File: config.mk
export PLATFORM = sky130hd
export DESIGN_NAME = mem_req_arbiter
export DESIGN_NICKNAME = d
export VERILOG_FILES = /design/src/rtl/mem_arb_pkg.sv /design/src/rtl/mem_arb_rr2.sv /design/src/rtl/mem_req_arbiter.sv
export SDC_FILE = /design/constraint.sdc
export NUM_CORES = 1
export LEC_CHECK = 0
export CAP_MARGIN = 20
export CORE_AREA = 2 2 127 129
export CTS_BUF_LIST = sky130_fd_sc_hd__clkbuf_2 sky130_fd_sc_hd__clkbuf_4 sky130_fd_sc_hd__clkbuf_8
export DETAILED_ROUTE_END_ITERATION = 10
export DIE_AREA = 0 0 129 131
export PLACE_DENSITY_LB_ADDON = 0.12
export SLEW_MARGIN = 20
export SYNTH_ARGS = -nofsm -noshare
export SYNTH_HDL_FRONTEND = slang
export SYNTH_SLANG_ARGS = --single-unit
File: constraint.sdc
create_clock -name clk -period 4.85 [get_ports clk]
set_input_delay 1.2125 -clock clk [delete_from_list [all_inputs] [get_ports clk]]
set_output_delay 1.2125 -clock clk [all_outputs]
set_load 0.01 [all_outputs]
File: src/rtl/mem_arb_pkg.sv
// Purpose : shared constants and request record for the two-port memory request arbiter.
// Latency : n/a (types, constants and a helper function only).
// Backpressure: n/a.
package mem_arb_pkg;

    // Number of requesting ports; the arbiter and its round-robin are built for two.
    localparam int NUM_PORTS = 2;

    // Default configuration of the arbiter.
    localparam int DEF_ADDR_WIDTH      = 32;
    localparam int DEF_LINE_WIDTH      = 32;
    localparam int DEF_CREG_ID_BITS    = 4;
    localparam int DEF_MAX_OUTSTANDING = 4;

    // Position of the port-select bit inside a memory-side ID (its MSB).
    localparam int PORT_BIT = DEF_CREG_ID_BITS - 1;

    // Outstanding-read counters hold 0..7.
    localparam int CNT_WIDTH = 3;

    // Request record at the default widths: address, write data, direction, port-side ID.
    typedef struct packed {
        logic [DEF_ADDR_WIDTH-1:0]   addr;
        logic [DEF_LINE_WIDTH-1:0]   data;
        logic                        rw;
        logic [DEF_CREG_ID_BITS-2:0] id;
    } mem_req_t;

    // Port-select bit position for an arbitrary memory-side ID width.
    function automatic int port_bit_pos(input int id_bits);
        return id_bits - 1;
    endfunction

endpackage

File: src/rtl/mem_arb_rr2.sv
// Purpose : two-way round-robin grant; the port not granted last wins a tie.
// Latency : grant is combinational from req; the last-grant register updates on the clock edge.
// Backpressure: none; the caller masks req when it cannot accept a grant.
//
// Ports:
//   clk, rst       clock, asynchronous active-high reset
//   req[1:0]       per-port request (already qualified by the caller)
//   advance        a grant was taken this cycle; record who got it
//   gnt[1:0]       one-hot (or zero) grant
module mem_arb_rr2
    import mem_arb_pkg::*;
(
    input  logic       clk,
    input  logic       rst,
    input  logic [1:0] req,
    input  logic       advance,
    output logic [1:0] gnt
);

    // 1 means port 1 was granted last, so port 0 has priority on the next tie.
    // Reset to 1 so port 0 is served first.
    logic r_last;

    always_comb begin
        gnt = req;
        if (req == 2'b11) begin
            gnt = r_last ? 2'b01 : 2'b10;
        end
    end

    always_ff @(posedge clk or posedge rst) begin
        if (rst) begin
            r_last <= 1'b1;
        end else if (advance) begin
            r_last <= gnt[1];
        end
    end

endmodule

File: src/rtl/mem_req_arbiter.sv
// Purpose : merges two request ports onto one memory-controller port through a single
//           output register, limits reads in flight per port and routes read responses back.
// Latency : one cycle request-to-memory; zero-cycle (combinational) response routing.
// Backpressure: mem_stall_in freezes the output register; a port sees pN_stall_out=1 in any
//           cycle it is not granted (stage busy, lost arbitration, or read credit exhausted).
//
// Ports:
//   clk, reset                       clock, asynchronous active-high reset
//   pN_addr/data/rw/valid/id_in      request from port N (rw=1 write)
//   pN_stall_out                     request not accepted this cycle
//   pN_data/id/ready_out             read response for port N
//   mem_addr/data/rw/valid/id_out    registered request to memory (id MSB = port)
//   mem_stall/data/id/ready_in       memory controller stall and read response
module mem_req_arbiter
    import mem_arb_pkg::*;
#(
    parameter int ADDR_WIDTH      = DEF_ADDR_WIDTH,
    parameter int LINE_WIDTH      = DEF_LINE_WIDTH,
    parameter int CREG_ID_BITS    = DEF_CREG_ID_BITS,
    parameter int MAX_OUTSTANDING = DEF_MAX_OUTSTANDING
)
(
    input  logic                    clk,
    input  logic                    reset,

    input  logic [ADDR_WIDTH-1:0]   p0_addr_in,
    input  logic [LINE_WIDTH-1:0]   p0_data_in,
    input  logic                    p0_rw_in,
    input  logic                    p0_valid_in,
    input  logic [CREG_ID_BITS-2:0] p0_id_in,
    output logic                    p0_stall_out,
    output logic [LINE_WIDTH-1:0]   p0_data_out,
    output logic [CREG_ID_BITS-2:0] p0_id_out,
    output logic                    p0_ready_out,

    input  logic [ADDR_WIDTH-1:0]   p1_addr_in,
    input  logic [LINE_WIDTH-1:0]   p1_data_in,
    input  logic                    p1_rw_in,
    input  logic                    p1_valid_in,
    input  logic [CREG_ID_BITS-2:0] p1_id_in,
    output logic                    p1_stall_out,
    output logic [LINE_WIDTH-1:0]   p1_data_out,
    output logic [CREG_ID_BITS-2:0] p1_id_out,
    output logic                    p1_ready_out,

    output logic [ADDR_WIDTH-1:0]   mem_addr_out,
    output logic [LINE_WIDTH-1:0]   mem_data_out,
    output logic                    mem_rw_out,
    output logic                    mem_valid_out,
    output logic [CREG_ID_BITS-1:0] mem_id_out,

    input  logic                    mem_stall_in,
    input  logic [LINE_WIDTH-1:0]   mem_data_in,
    input  logic [CREG_ID_BITS-1:0] mem_id_in,
    input  logic                    mem_ready_in
);

    localparam int                   P_BIT   = port_bit_pos(CREG_ID_BITS);
    localparam logic [CNT_WIDTH-1:0] MAX_CNT = CNT_WIDTH'(MAX_OUTSTANDING);

    // Request record at this instance's widths.
    typedef struct packed {
        logic [ADDR_WIDTH-1:0]   addr;
        logic [LINE_WIDTH-1:0]   data;
        logic                    rw;
        logic [CREG_ID_BITS-2:0] id;
    } req_t;

    req_t                   w_req [NUM_PORTS];
    req_t                   w_sel;
    logic [NUM_PORTS-1:0]   w_valid;
    logic [NUM_PORTS-1:0]   w_elig;
    logic [NUM_PORTS-1:0]   w_gnt;
    logic [NUM_PORTS-1:0]   w_inc;
    logic [NUM_PORTS-1:0]   w_rsp_hit;
    logic                   w_stage_free;

    logic [CNT_WIDTH-1:0]    r_cnt [NUM_PORTS];
    logic                    r_valid;
    logic [ADDR_WIDTH-1:0]   r_addr;
    logic [LINE_WIDTH-1:0]   r_data;
    logic                    r_rw;
    logic [CREG_ID_BITS-1:0] r_id;

    assign w_req[0] = req_t'{p0_addr_in, p0_data_in, p0_rw_in, p0_id_in};
    assign w_req[1] = req_t'{p1_addr_in, p1_data_in, p1_rw_in, p1_id_in};
    assign w_valid  = {p1_valid_in, p0_valid_in};

    // The output register can take a new request when it is empty or being drained.
    assign w_stage_free = ~r_valid | ~mem_stall_in;

    for (genvar n = 0; n < NUM_PORTS; n++) begin : g_port
        // Eligibility uses the registered count, so a response arriving in the same
        // cycle does not free a credit until the next cycle.
        assign w_elig[n]    = w_valid[n] & (w_req[n].rw | (r_cnt[n] < MAX_CNT));
        assign w_inc[n]     = w_gnt[n] & ~w_req[n].rw;
        assign w_rsp_hit[n] = mem_ready_in & (mem_id_in[P_BIT] == 1'(n));

        // A response for a port with nothing in flight is an illegal stimulus.
        a_no_orphan_rsp: assert property (@(posedge clk) disable iff (reset)
            !(w_rsp_hit[n] && (r_cnt[n] == '0)));
    end

    mem_arb_rr2 u_rr (
        .clk     (clk),
        .rst     (reset),
        .req     (w_elig & {NUM_PORTS{w_stage_free}}),
        .advance (|w_gnt),
        .gnt     (w_gnt)
    );

    assign w_sel = w_gnt[1] ? w_req[1] : w_req[0];

    // Stall is forced during reset so nothing appears accepted while state is cleared.
    assign p0_stall_out = reset | ~w_gnt[0];
    assign p1_stall_out = reset | ~w_gnt[1];

    // Output register: loads on grant, empties when free with no grant, holds under stall.
    always_ff @(posedge clk or posedge reset) begin
        if (reset) begin
            r_valid <= 1'b0;
            r_addr  <= '0;
            r_data  <= '0;
            r_rw    <= 1'b0;
            r_id    <= '0;
        end else if (w_stage_free) begin
            if (|w_gnt) begin
                r_valid <= 1'b1;
                r_addr  <= w_sel.addr;
                r_data  <= w_sel.data;
                r_rw    <= w_sel.rw;
                r_id    <= {w_gnt[1], w_sel.id};
            end else begin
                r_valid <= 1'b0;
            end
        end
    end

    // Reads in flight per port; an accept and a response together cancel out,
    // and the count never wraps below zero.
    always_ff @(posedge clk or posedge reset) begin
        if (reset) begin
            for (int n = 0; n < NUM_PORTS; n++) begin
                r_cnt[n] <= '0;
            end
        end else begin
            for (int n = 0; n < NUM_PORTS; n++) begin
                if (w_inc[n] && !w_rsp_hit[n]) begin
                    r_cnt[n] <= r_cnt[n] + CNT_WIDTH'(1);
                end else if (w_rsp_hit[n] && !w_inc[n] && (r_cnt[n] != '0)) begin
                    r_cnt[n] <= r_cnt[n] - CNT_WIDTH'(1);
                end
            end
        end
    end

    assign mem_valid_out = r_valid;
    assign mem_addr_out  = r_addr;
    assign mem_data_out  = r_data;
    assign mem_rw_out    = r_rw;
    assign mem_id_out    = r_id;

    // Responses are steered by the ID MSB with no added latency.
    assign p0_ready_out = w_rsp_hit[0];
    assign p1_ready_out = w_rsp_hit[1];
    assign p0_id_out    = mem_id_in[CREG_ID_BITS-2:0];
    assign p1_id_out    = mem_id_in[CREG_ID_BITS-2:0];
    assign p0_data_out  = mem_data_in;
    assign p1_data_out  = mem_data_in;

endmodule
* After elaboration in Yosys (flattened, before gate mapping)
Index checks and enable logic that the tools add are counted.
Storage, ports and cells: output and inout bits 144, logic and storage cells 58, bits in registers 77, bits of input ports 178
Operators by class: bitwise operators 19, order comparisons 2, mux-type cells 8, equal/unequal tests 1, $add $sub $neg 4, reductions and logical operators 16
Operator list (number):
- $mux 68 | 1
- $mux 3 | 4
- $not 1->1 | 7
- $add 3x1->3 const B | 2
- $and 1x1->1 | 6
- $logic_and 1x1->1 | 6
- $lt 3x3->1 const B | 2
- $reduce_bool 3->1 | 2
- $sub 3x1->3 const B | 2
- $or 1x1->1 | 5
- $logic_not 1->1 | 4
- $mux 2 | 2
- $reduce_bool 2->1 | 2
- $and 2x2->2 | 1
- $eq 2x2->1 const B | 1
- $reduce_and 2->1 | 1
- $reduce_or 2->1 | 1
- $mux 1 | 1

* Depth between registers and ports, before layout
depth in word-level cells 12, depth in mapped cells 7, mapped depth without buffers 7

* Modules after synthesis
Synthesis repeated with hierarchy kept, for this count alone.
Unflattened totals: cells, all modules 434, area total of the unflattened synthesis 4265.3 um^2
Modules (own cells, without submodules):
- mem_req_arbiter | cells each 428, area each 4197.8 um^2, times used 1, sequential area each 1901.8 um^2
- mem_arb_rr2 | cells each 6, area each 67.6 um^2, times used 1, sequential area each 26.3 um^2

* Worst setup path after synthesis
Ideal clock, no wire load.
kind input-to-output, start input port reset, end output port p0_stall_out, path buffers 0, data arrival time 3.137 ns, stages on the path 2, setup slack 0.500 ns, required time 3.638 ns, cell sequence inv_1 -> nand2_1
Between the ends: cells in the longest elaborated chain, start to end 1
Ends and longest elaborated chain:
- start, declared | line mem_req_arbiter.sv:24 | input logic reset,
- $or 1x1->1 | line mem_req_arbiter.sv:115 | assign p0_stall_out = reset | ~w_gnt[0];
- end, declared | line mem_req_arbiter.sv:31 | output logic p0_stall_out,
No other way between the ends.

* Final worst setup path
start input port p0_rw_in, end output port p0_stall_out
Between the ends: cells in the longest elaborated chain, start to end 7
Ends and longest elaborated chain:
- start, declared | line mem_req_arbiter.sv:28 | input logic p0_rw_in,
- $or 1x1->1 * | line mem_req_arbiter.sv:95 | assign w_elig[n] = w_valid[n] & (w_req[n].rw | (r_cnt[n] < MAX_CNT));
- $and 1x1->1 * | line mem_req_arbiter.sv:95
- $and 2x2->2 * | line mem_req_arbiter.sv:107 | .req (w_elig & {NUM_PORTS{w_stage_free}}),
- $eq 2x2->1 | line mem_arb_rr2.sv:26 | if (req == 2'b11) begin
- $mux 2 * | line mem_arb_rr2.sv:26
- $not 1->1 * | line mem_req_arbiter.sv:115
- $or 1x1->1 * | line mem_req_arbiter.sv:115
Mark *: on every way between the ends. The rest lies on a longest branch, timed or not.

==> results.toml <==
[place]
placed_area_sq_um = 5960
dp.cells = 722
portBuffers = 216
gp_congestion = 0.771
hpwlAfterDp_um = 8520

[cts]
clock_path_buffers = 2
clock_latency_ps = 350
cts_setup_buffers = 0
hold_buffers = 0
clockRootBuffer = "clkbuf_8"
clock-sinks = 77
ctsResizeCount = 0
path_clk_slew_ps = 80
numCtsBuffers = 9
cts_tree = "built"
cts_max_level = 3

[flow_run]
maxCapViolCount = 0

[layout]
final_area_sq_um = 6190
multi_input_area_sq_um = 1550
nNetsFinal = 697
layout.cells.non_filler = 738
drive_gt1_frac = 0.0517
num_antenna_cells = 0
seqCellArea_sq_um = 1930
nFillCells = 1552
syn_to_final_growth_pct = 48.6

[synth]
synth_fp_nets = 558
synthCells = 378
synthTopCellsByArea = "dfrtp_1, a221o_1, buf_4"
synth_top_cell_area_share = 0.456
ys_top_cells_by_count = "dfrtp_1, buf_4, a221o_1"
syn_area_per_cell_sq_um = 11.0
ys_seq_elements = 77
synth.distinct_cells = 36
synth.most_common_cell = "dfrtp_1"
yosysSeqAreaShare = 0.463
yosysTopAreaCell = "dfrtp_1"
synth_flop_cell = "dfrtp_1"
synth_warnings = 0
ys_async_sr_fraction = 1.00
synth_area_sq_um = 4170
synth-edff-count = 0

[worst_setup_path]
path_buf_inv = 2
regToRegStartpoint = "mem_valid_out"
crit_path_max_fanout = 4
critPathTopFamily = "buffers and inverters"
path_common_cell = "clkdlybuf4s50_1"
r2r-end = "r_cnt[2]"
crit_required_ps = 3640
slowest_stage = "clkdlybuf4s50_1"
rrSetupSlack_ps = 2600
reg2reg_depth = 6
path_cells = "clkdlybuf4s50_1 -> nand2b_1 -> nand3_1 -> a31oi_4 -> nand2_1 -> clkdlybuf4s50_1"
critPathLaunchType = "input pin"
max_stage_delay_ps = 520
endpoint = "p0_stall_out"
endpoint_kind = "primary output"
crit_start = "p0_rw_in"
path_depth = 6
arrival_ps = 2880
crit_type = "input pin to primary output"

[min_path]
hp-class = "register to register"

[sta]
tightest_slew_ps = 810
period_share = 0.845
fin_crit_ps = 4100
max_freq_mhz = 244
tns_ps = 0
timing.slew.headroom = 0.460
slew_viol_final = 0
rsz0062_at_grt = "false"
hold_viol_final = 0
skew_ps = 10.4
setup_viol = 0

[die]
ioPinCount = 322
dieArea_sq_um = 16900
start_util = 0.267
die_h_um = 131
fp-row-count = 46
die-width_um = 129
core_area_sq_um = 15600

[global_routing]
grt_max_degree = 70
grt_antenna_before_repair = 0
grt_pass1_wl_um = 18500
gr-usage-all-layers = 0.143
grt_pass1_vias = 3506
overflow = 0

[drt]
routedWlPerCell_um = 16.8
firstDrtPassIters = 4
antenna_left = 0
via_count = 3370
vias_per_cell = 4.57
first_iter_violations = 142
remaining_drc_errors = 0
finalWirelength_um = 12400

[power_and_ir_drop]
ir_drop_v = 0.000166
power.density_nw_per_um2 = 485
p_leak_nw = 2.54

[status]
status = "complete, no violations"
-- registers in the layout, summed over array words and instances, names as in the netlist --
signal and count:
u_rr.r_last 1, mem_valid_out 1, mem_id_out 4, mem_rw_out 1
mem_data_out 32, mem_addr_out 32, r_cnt 6
-- metrics by stage --
stage | hold slack, ps | utilization | total power [mW] | setup slack (ps)
after CTS | 504 | 0.397 | 3.06 | 744
after global routing | 514 | 0.397 | 3.22 | 637
after detailed placement | 486 | 0.382 | 2.47 | 746
after global placement | 490 | 0.382 | 2.46 | 782
after floorplan | 473 | - | 1.78 | 500
final | 496 | 0.397 | 3.01 | 754
-- layout by cell type (no fill, tap or decap), types with 3 or more instances in the layout --
| cell | n |
|---|---|
| clkbuf_8 | 11 |
| and2_1 | 60 |
| clkdlybuf4s50_1 | 216 |
| nand2_1 | 13 |
| nand3_1 | 5 |
| and2_0 | 9 |
| buf_4 | 5 |
| nor2_1 | 9 |
| clkinv_2 | 3 |
| a31oi_1 | 3 |
| mux2i_1 | 6 |
| o21ai_0 | 5 |
| inv_1 | 3 |
| a221o_1 | 68 |
| dfrtp_1 | 76 |
-- power by group --
group	total, mW	switching, mW	internal [mW]
sequential	1.10	0.190	0.914
combinational	1.34	0.537	0.803
clock	0.562	0.240	0.322
total	3.01	0.967	2.04
-- worst min-delay path by stage --
stage	from	endpoint	slack [ps]	depth (start not counted)
after detailed placement	mem_id_out[3]	mem_id_out[3]	490	1
after global placement	mem_id_out[3]	mem_id_out[3]	490	1
final	mem_id_out[3]	mem_id_out[3]	500	1
after CTS	u_rr.r_last	u_rr.r_last	500	2
after floorplan	u_rr.r_last	u_rr.r_last	470	2
after global routing	mem_id_out[3]	mem_id_out[3]	510	1
-- cell families after synthesis --
family	share of synthesized area
and+or+nand+nor	0.147
buffers and inverters	0.168
AOI/OAI and AO/OA	0.197
DFF	0.463
muxes	0.0144
adders and majority gates	0.00961
xor gates and xnor gates	0.00210
-- metal layers --
layer / global-route usage / wire length [um]
met1: 0.178 / 5260
met2: 0.230 / 5870
met3: 0.0383 / 958
met4: 0.0748 / 291
met5: 0 / 0
-- layout make-up --
class                           instances  share of cell area
Sequential cell                        77               0.311
Multi-Input combinational cell        204               0.250
Clock buffer                           12              0.0257
Timing Repair Buffer                  221               0.355
Tap cell                              216              0.0436
Inverter                                4             0.00263
Clock inverter                          4              0.0113
(Power assumes the default switching activity.)
